## src/rtl/adc_scan_sequencer.sv

```systemverilog
// Scans the enabled ADC channels once per sample_trigger, running each
// conversion over a start/done handshake and emitting channel-tagged results.
module adc_scan_sequencer #(
    parameter int NUM_CHANNELS   = 4,
    parameter int DATA_WIDTH     = 12,
    parameter int CH_WIDTH       = 3,
    parameter int TIMEOUT_CYCLES = 1000
) (
    input  logic                    clk,
    input  logic                    reset,
    input  logic                    sample_trigger,
    input  logic [NUM_CHANNELS-1:0] channel_enable,
    input  logic                    clear_flags,
    output logic                    adc_start,
    output logic [CH_WIDTH-1:0]     adc_channel,
    input  logic                    adc_done,
    input  logic [DATA_WIDTH-1:0]   adc_data,
    output logic                    result_valid,
    output logic [CH_WIDTH-1:0]     result_channel,
    output logic [DATA_WIDTH-1:0]   result_data,
    output logic                    frame_done,
    output logic                    busy,
    output logic                    overrun,
    output logic                    timeout_err
);

    localparam int TW = $clog2(TIMEOUT_CYCLES + 1);
    localparam logic [TW-1:0] TIMER_MAX = TW'(TIMEOUT_CYCLES - 1);

    typedef enum logic [1:0] {IDLE, START, WAIT, NEXT} state_t;

    state_t                  state, next_state;
    logic [NUM_CHANNELS-1:0] mask;
    logic [TW-1:0]           timer;
    logic [CH_WIDTH:0]       first_hit, next_hit;
    logic                    wait_exit;
    logic                    adc_start_d, result_valid_d, frame_done_d, busy_d;
    logic                    overrun_d, timeout_err_d;
    logic [CH_WIDTH-1:0]     adc_channel_d;

    // Returns {found, index} of the lowest set bit of m at or above lo.
    function automatic logic [CH_WIDTH:0] find_from(input logic [NUM_CHANNELS-1:0] m,
                                                    input int lo);
        logic [CH_WIDTH:0] r;
        r = '0;
        for (int i = NUM_CHANNELS - 1; i >= 0; i--) begin
            if (m[i] && i >= lo) begin
                r = {1'b1, CH_WIDTH'(i)};
            end
        end
        return r;
    endfunction

    always_comb begin
        first_hit = find_from(channel_enable, 0);
        next_hit  = find_from(mask, int'(adc_channel) + 1);
        wait_exit = (state == WAIT) && (adc_done || timer == TIMER_MAX);
    end

    always_ff @(posedge clk) begin
        if (reset) begin
            state <= IDLE;
        end else begin
            state <= next_state;
        end
    end

    always_comb begin
        next_state = state;
        case (state)
            IDLE:    if (sample_trigger && first_hit[CH_WIDTH]) next_state = START;
            START:   next_state = WAIT;
            WAIT:    if (wait_exit) next_state = NEXT;
            NEXT:    next_state = next_hit[CH_WIDTH] ? START : IDLE;
            default: next_state = IDLE;
        endcase
    end

    // Outputs are registered, so their next values are decoded one cycle ahead.
    always_comb begin
        adc_start_d    = (next_state == START);
        busy_d         = (next_state != IDLE);
        result_valid_d = (state == WAIT) && adc_done;
        frame_done_d   = ((state == IDLE) && sample_trigger && !first_hit[CH_WIDTH])
                       || (wait_exit && !next_hit[CH_WIDTH]);
        adc_channel_d  = adc_channel;
        if (state == IDLE && sample_trigger && first_hit[CH_WIDTH]) begin
            adc_channel_d = first_hit[CH_WIDTH-1:0];
        end else if (state == NEXT && next_hit[CH_WIDTH]) begin
            adc_channel_d = next_hit[CH_WIDTH-1:0];
        end
        overrun_d = overrun;
        if (sample_trigger && state != IDLE) begin
            overrun_d = 1'b1;
        end else if (clear_flags) begin
            overrun_d = 1'b0;
        end
        timeout_err_d = timeout_err;
        if (state == WAIT && !adc_done && timer == TIMER_MAX) begin
            timeout_err_d = 1'b1;
        end else if (clear_flags) begin
            timeout_err_d = 1'b0;
        end
    end

    always_ff @(posedge clk) begin
        if (reset) begin
            adc_start      <= 1'b0;
            adc_channel    <= '0;
            result_valid   <= 1'b0;
            result_channel <= '0;
            result_data    <= '0;
            frame_done     <= 1'b0;
            busy           <= 1'b0;
            overrun        <= 1'b0;
            timeout_err    <= 1'b0;
            mask           <= '0;
            timer          <= '0;
        end else begin
            adc_start    <= adc_start_d;
            adc_channel  <= adc_channel_d;
            result_valid <= result_valid_d;
            frame_done   <= frame_done_d;
            busy         <= busy_d;
            overrun      <= overrun_d;
            timeout_err  <= timeout_err_d;
            if (state == IDLE && sample_trigger) begin
                mask <= channel_enable;
            end
            if (state == START) begin
                timer <= '0;
            end else if (state == WAIT) begin
                timer <= timer + TW'(1);
            end
            if (state == WAIT && adc_done) begin
                result_data    <= adc_data;
                result_channel <= adc_channel;
            end
        end
    end

endmodule

```

## config.mk

```make
export PLATFORM = sky130hd
export DESIGN_NAME = adc_scan_sequencer
export DESIGN_NICKNAME = d
export VERILOG_FILES = /design/src/rtl/adc_scan_sequencer.sv
export SDC_FILE = /design/constraint.sdc
export NUM_CORES = 1
export LEC_CHECK = 0
export ABC_AREA = 1
export CAP_MARGIN = 0
export CORE_MARGIN = 1.5
export CORE_UTILIZATION = 49
export CTS_BUF_LIST = sky130_fd_sc_hd__clkbuf_2
export DETAILED_ROUTE_END_ITERATION = 6
export PLACE_DENSITY = 0.81
export RECOVER_POWER = 25
export SYNTH_ARGS = -nofsm -noshare
export SYNTH_HDL_FRONTEND = slang
export SYNTH_SLANG_ARGS = --single-unit
```

## constraint.sdc

```tcl
create_clock -name clk -period 1.7 [get_ports clk]
set_input_delay 0.17 -clock clk [delete_from_list [all_inputs] [get_ports clk]]
set_output_delay 0.17 -clock clk [all_outputs]
set_load 0.02 [all_outputs]
```

==> flow_results.org <==
** Run status
- Outcome :: finished clean

** Pwr
- Static power due to leakage :: 0.922 nW
- Switching power as a share of total power :: 27.8%
- The share of total power dissipated in sequential elements is 45.4%.
- P per Cell Area :: 1020 nW/um^2
- Comb pwr share :: 23.6%
- For this design the total switching power over the nets is 604 uW.
- Maximum ir drop on the vdd rail :: 800 uV
- Internal power of the cells :: 1.57 mW
- Of the total power, the clock network draws 31.0%.

** Worst setup path
- Counting both buffers and inverters, the worst setup path holds a total of 1.
- Critical path's top delay family :: buffers and inverters
- The critical path goes through clkdlybuf4s50_1.
- STA puts the critical path data required time at 1530 ps.
- STA classifies the critical path startpoint as a register.
- The worst setup path is of the register to primary output kind.
- Among all stages on the critical path, the largest delay is contributed by sky130_fd_sc_hd__clkdlybuf4s50_1.
- STA puts the critical path data arrival time at 1440 ps.
- Endpoint type of the worst setup path :: primary output
- Delay of the slowest cell on the worst path :: 630 ps
- CP max FO :: 4

** Clock network
- At the later pin of the worst-skew pair, clock insertion delay measures 390 ps.
- Worst-path clk slew :: 190 ps
- TritonCTS built the clock tree.
- The clock passes through at most 2 buffers.
- Cell at the root of the clock tree :: sky130_fd_sc_hd__clkbuf_2
- The tree built by TritonCTS fans out to 37 sinks.
- Buffers inserted to repair hold after CTS numbered 0.
- Number of H-tree levels :: 2
- Inserted Clock Buffers :: 5

** Detailed routing
- Total DRC errors in the routed layout :: 0
- Antenna Nets Post-Route :: 0
- The first routing iteration left 56 violations.
- In the routed layout, each cell is associated on average with a via count of 4.63.
- The pre-antenna-repair detailed-routing pass consisted of 4 iterations.
- Average wire per standard cell :: 10.5 um
- Routed vias :: 1,404
- Final routed wirelength across all metal layers :: 3180 um

** Global route
- Entering global routing, the biggest net connects 20 pins.
- Initial antenna violation count :: 0
- The first global-routing pass estimated 5260 um of wire.
- Across every metal layer, demand over resource in global routing totals 20.3%.
- Remaining global-route overflow :: 0
- The number of global-route vias before repair came to 1,239.

** Timing
- RSZ-0062 raised after global routing :: no
- Final count of negative-setup-slack endpoints :: 0
- After layout, the worst path uses 94.4% of the clock period.
- Setup TNS :: 0 ps
- Highest achievable clock rate :: 623 MHz
- Final Max Slew Viols :: 0
- Final Skew :: 21.2 ps
- Final hold viol count :: 0
- The tightest hold path in the finished design has a slack of 375 ps.
- Counting I/O delays and the setup requirement, the final critical path takes 1610 ps.

** Floorplanning
- In this run the core area contains 20 standard-cell rows.
- In this run the horizontal extent of the chip is 59.5 um.
- Die extent in y :: 59.5 um
- The die covers 3540 um^2.
- Top-Level Pins :: 45
- The floorplan step defined a core boundary enclosing 3050 um^2.
- Once the floorplan was initialized, standard cells occupied 51.3% of the core.

** Cells and area
- The net count of the finished layout is 284.
- Counting the fill cells in the layout gives 268.
- Area of the multi-input gates :: 699 um^2
- Summing all flip-flop and latch instances after layout gives 741 um^2.
- Finished Core Util :: 70.1%
- From synthesis to final layout, the design area changed by 36.7%.
- Leaving out fill and tap cells, the most frequent cells in the layout are 42 x sky130_fd_sc_hd__nor2_1, 42 x sky130_fd_sc_hd__clkdlybuf4s50_1, 37 x sky130_fd_sc_hd__dfxtp_1.
- Share of final-layout standard cells stronger than drive strength 1 :: 8.88%
- N_diodes :: 0

** Worst hold path
- Class of the tightest hold or removal check :: primary input to register

** Run
- Max-cap violation count :: 0

** Synth
- After synthesis the netlist holds a flip-flop and latch count of 37.
- Sequential area share after synthesis :: 47.3%
- Synth Area per Inst :: 7.45 um^2
- Number of distinct library cells after synthesis :: 23
- Number of standard cells after synthesis :: 210
- Synth warn :: 0
- Synthesized area :: 1570 um^2

** Placement
- At the end of routability-driven placement, the weighted congestion stood at 0.820.
- Placed wire-length estimate after detailed placement :: 2340 um
- Number of I/O port buffers :: 42
==> synthesized netlist by cell type <==
library cell,number,area [um^2]
sky130_fd_sc_hd__inv_1,24,90.1
sky130_fd_sc_hd__nand3_2,2,20.0
sky130_fd_sc_hd__buf_1,2,7.51
sky130_fd_sc_hd__o21ai_0,21,105
sky130_fd_sc_hd__nand3_1,7,35.0
sky130_fd_sc_hd__o21a_1,2,15.0
sky130_fd_sc_hd__a21oi_1,18,90.1
sky130_fd_sc_hd__ha_1,5,62.6
sky130_fd_sc_hd__nor3_1,3,15.0
sky130_fd_sc_hd__buf_4,3,22.5
sky130_fd_sc_hd__inv_2,2,7.51
sky130_fd_sc_hd__o21ai_1,2,10.0
sky130_fd_sc_hd__nor2_1,41,154
sky130_fd_sc_hd__nand2_2,3,18.8
sky130_fd_sc_hd__a31oi_1,1,6.26
sky130_fd_sc_hd__conb_1,1,3.75
sky130_fd_sc_hd__dfxtp_1,37,741
sky130_fd_sc_hd__nand2_1,29,109
sky130_fd_sc_hd__clkbuf_1,1,3.75
sky130_fd_sc_hd__a22oi_1,1,7.51
sky130_fd_sc_hd__nor3_4,1,16.3
sky130_fd_sc_hd__nor2_2,3,18.8
sky130_fd_sc_hd__or2_1,1,6.26
==> final cells by class <==
class                           instances  share of cell area (%)
Sequential cell                        37                    34.6
Clock buffer                            5                    1.17
Multi-Input combinational cell        142                    32.7
Inverter                               26                    4.56
Clock inverter                          3                    3.04
Tap cell                               44                    2.57
Timing Repair Buffer                   46                    21.3
==> kinds of logic (layout without fill, tap and decap cells) <==
group	count (synthesis)	after routing	share of synthesized area, %
buffers and inverters	32	80	8.39
AOI/OAI and AO/OA	45	45	14.9
adders and majority gates	5	5	4.00
and+or+nand+nor	90	90	25.1
DFF	37	37	47.3
other	1	2	0.240
==> per-layer routing <==
| layer | up-vias | part of all wire (%) | track usage [%] |
|---|---|---|---|
| met5 | - | 0 | 0 |
| met3 | 7 | 5.0 | 7.21 |
| li1 | 758 | - | - |
| met4 | 0 | 2.0 | 9.52 |
| met2 | 29 | 47 | 32.3 |
| met1 | 610 | 46 | 24.4 |
==> path summary, 6_finish.rpt <==
| path | start | slack [ps] | endpoint | cells after the start |
|---|---|---|---|---|
| setup / recovery | adc_channel[1] | 90 | adc_channel[1] | 1 |
| hold / removal | sample_trigger | 370 | overrun | 3 |
| setup reg to reg | state[0] | 180 | timer[9] | 9 |
| hold reg to reg | mask[2] | 480 | mask[2] | 2 |
==> flip-flops by register name, indices dropped and copies added (netlist names), 2 cells and up <==
| signal | flops |
|---|---|
| adc_channel | 2 |
| mask | 3 |
| result_channel | 2 |
| result_data | 12 |
| state | 2 |
| timer | 10 |
==> timing repair <==
item,4_1_cts,5_1_grt
buffers inserted,0,0
resized for setup,0,2
endpoints found under the setup margin,0,3
==> through the flow <==
stage	worst slack [ps]	area, um^2	std cells	total power [mW]
6_report	94.5	2140	303	2.18
5_1_grt	15.9	2140	303	2.31
3_5_place_dp	168	2050	295	1.52
2_1_floorplan	333	1570	211	1.30
3_3_place_gp	197	2050	295	1.51
4_1_cts	88.8	2140	303	2.19
==> power groups by stage <==
stage          registers, mW  clock network, mW  logic [mW]
5_1_grt                0.998              0.741       0.573
2_1_floorplan           1.07                  0       0.231
3_5_place_dp            1.01                  0       0.511
3_3_place_gp            1.00                  0       0.506
4_1_cts                0.988              0.687       0.517
6_report               0.988              0.675       0.513
Note: power is estimated with default switching activity, not from simulation.
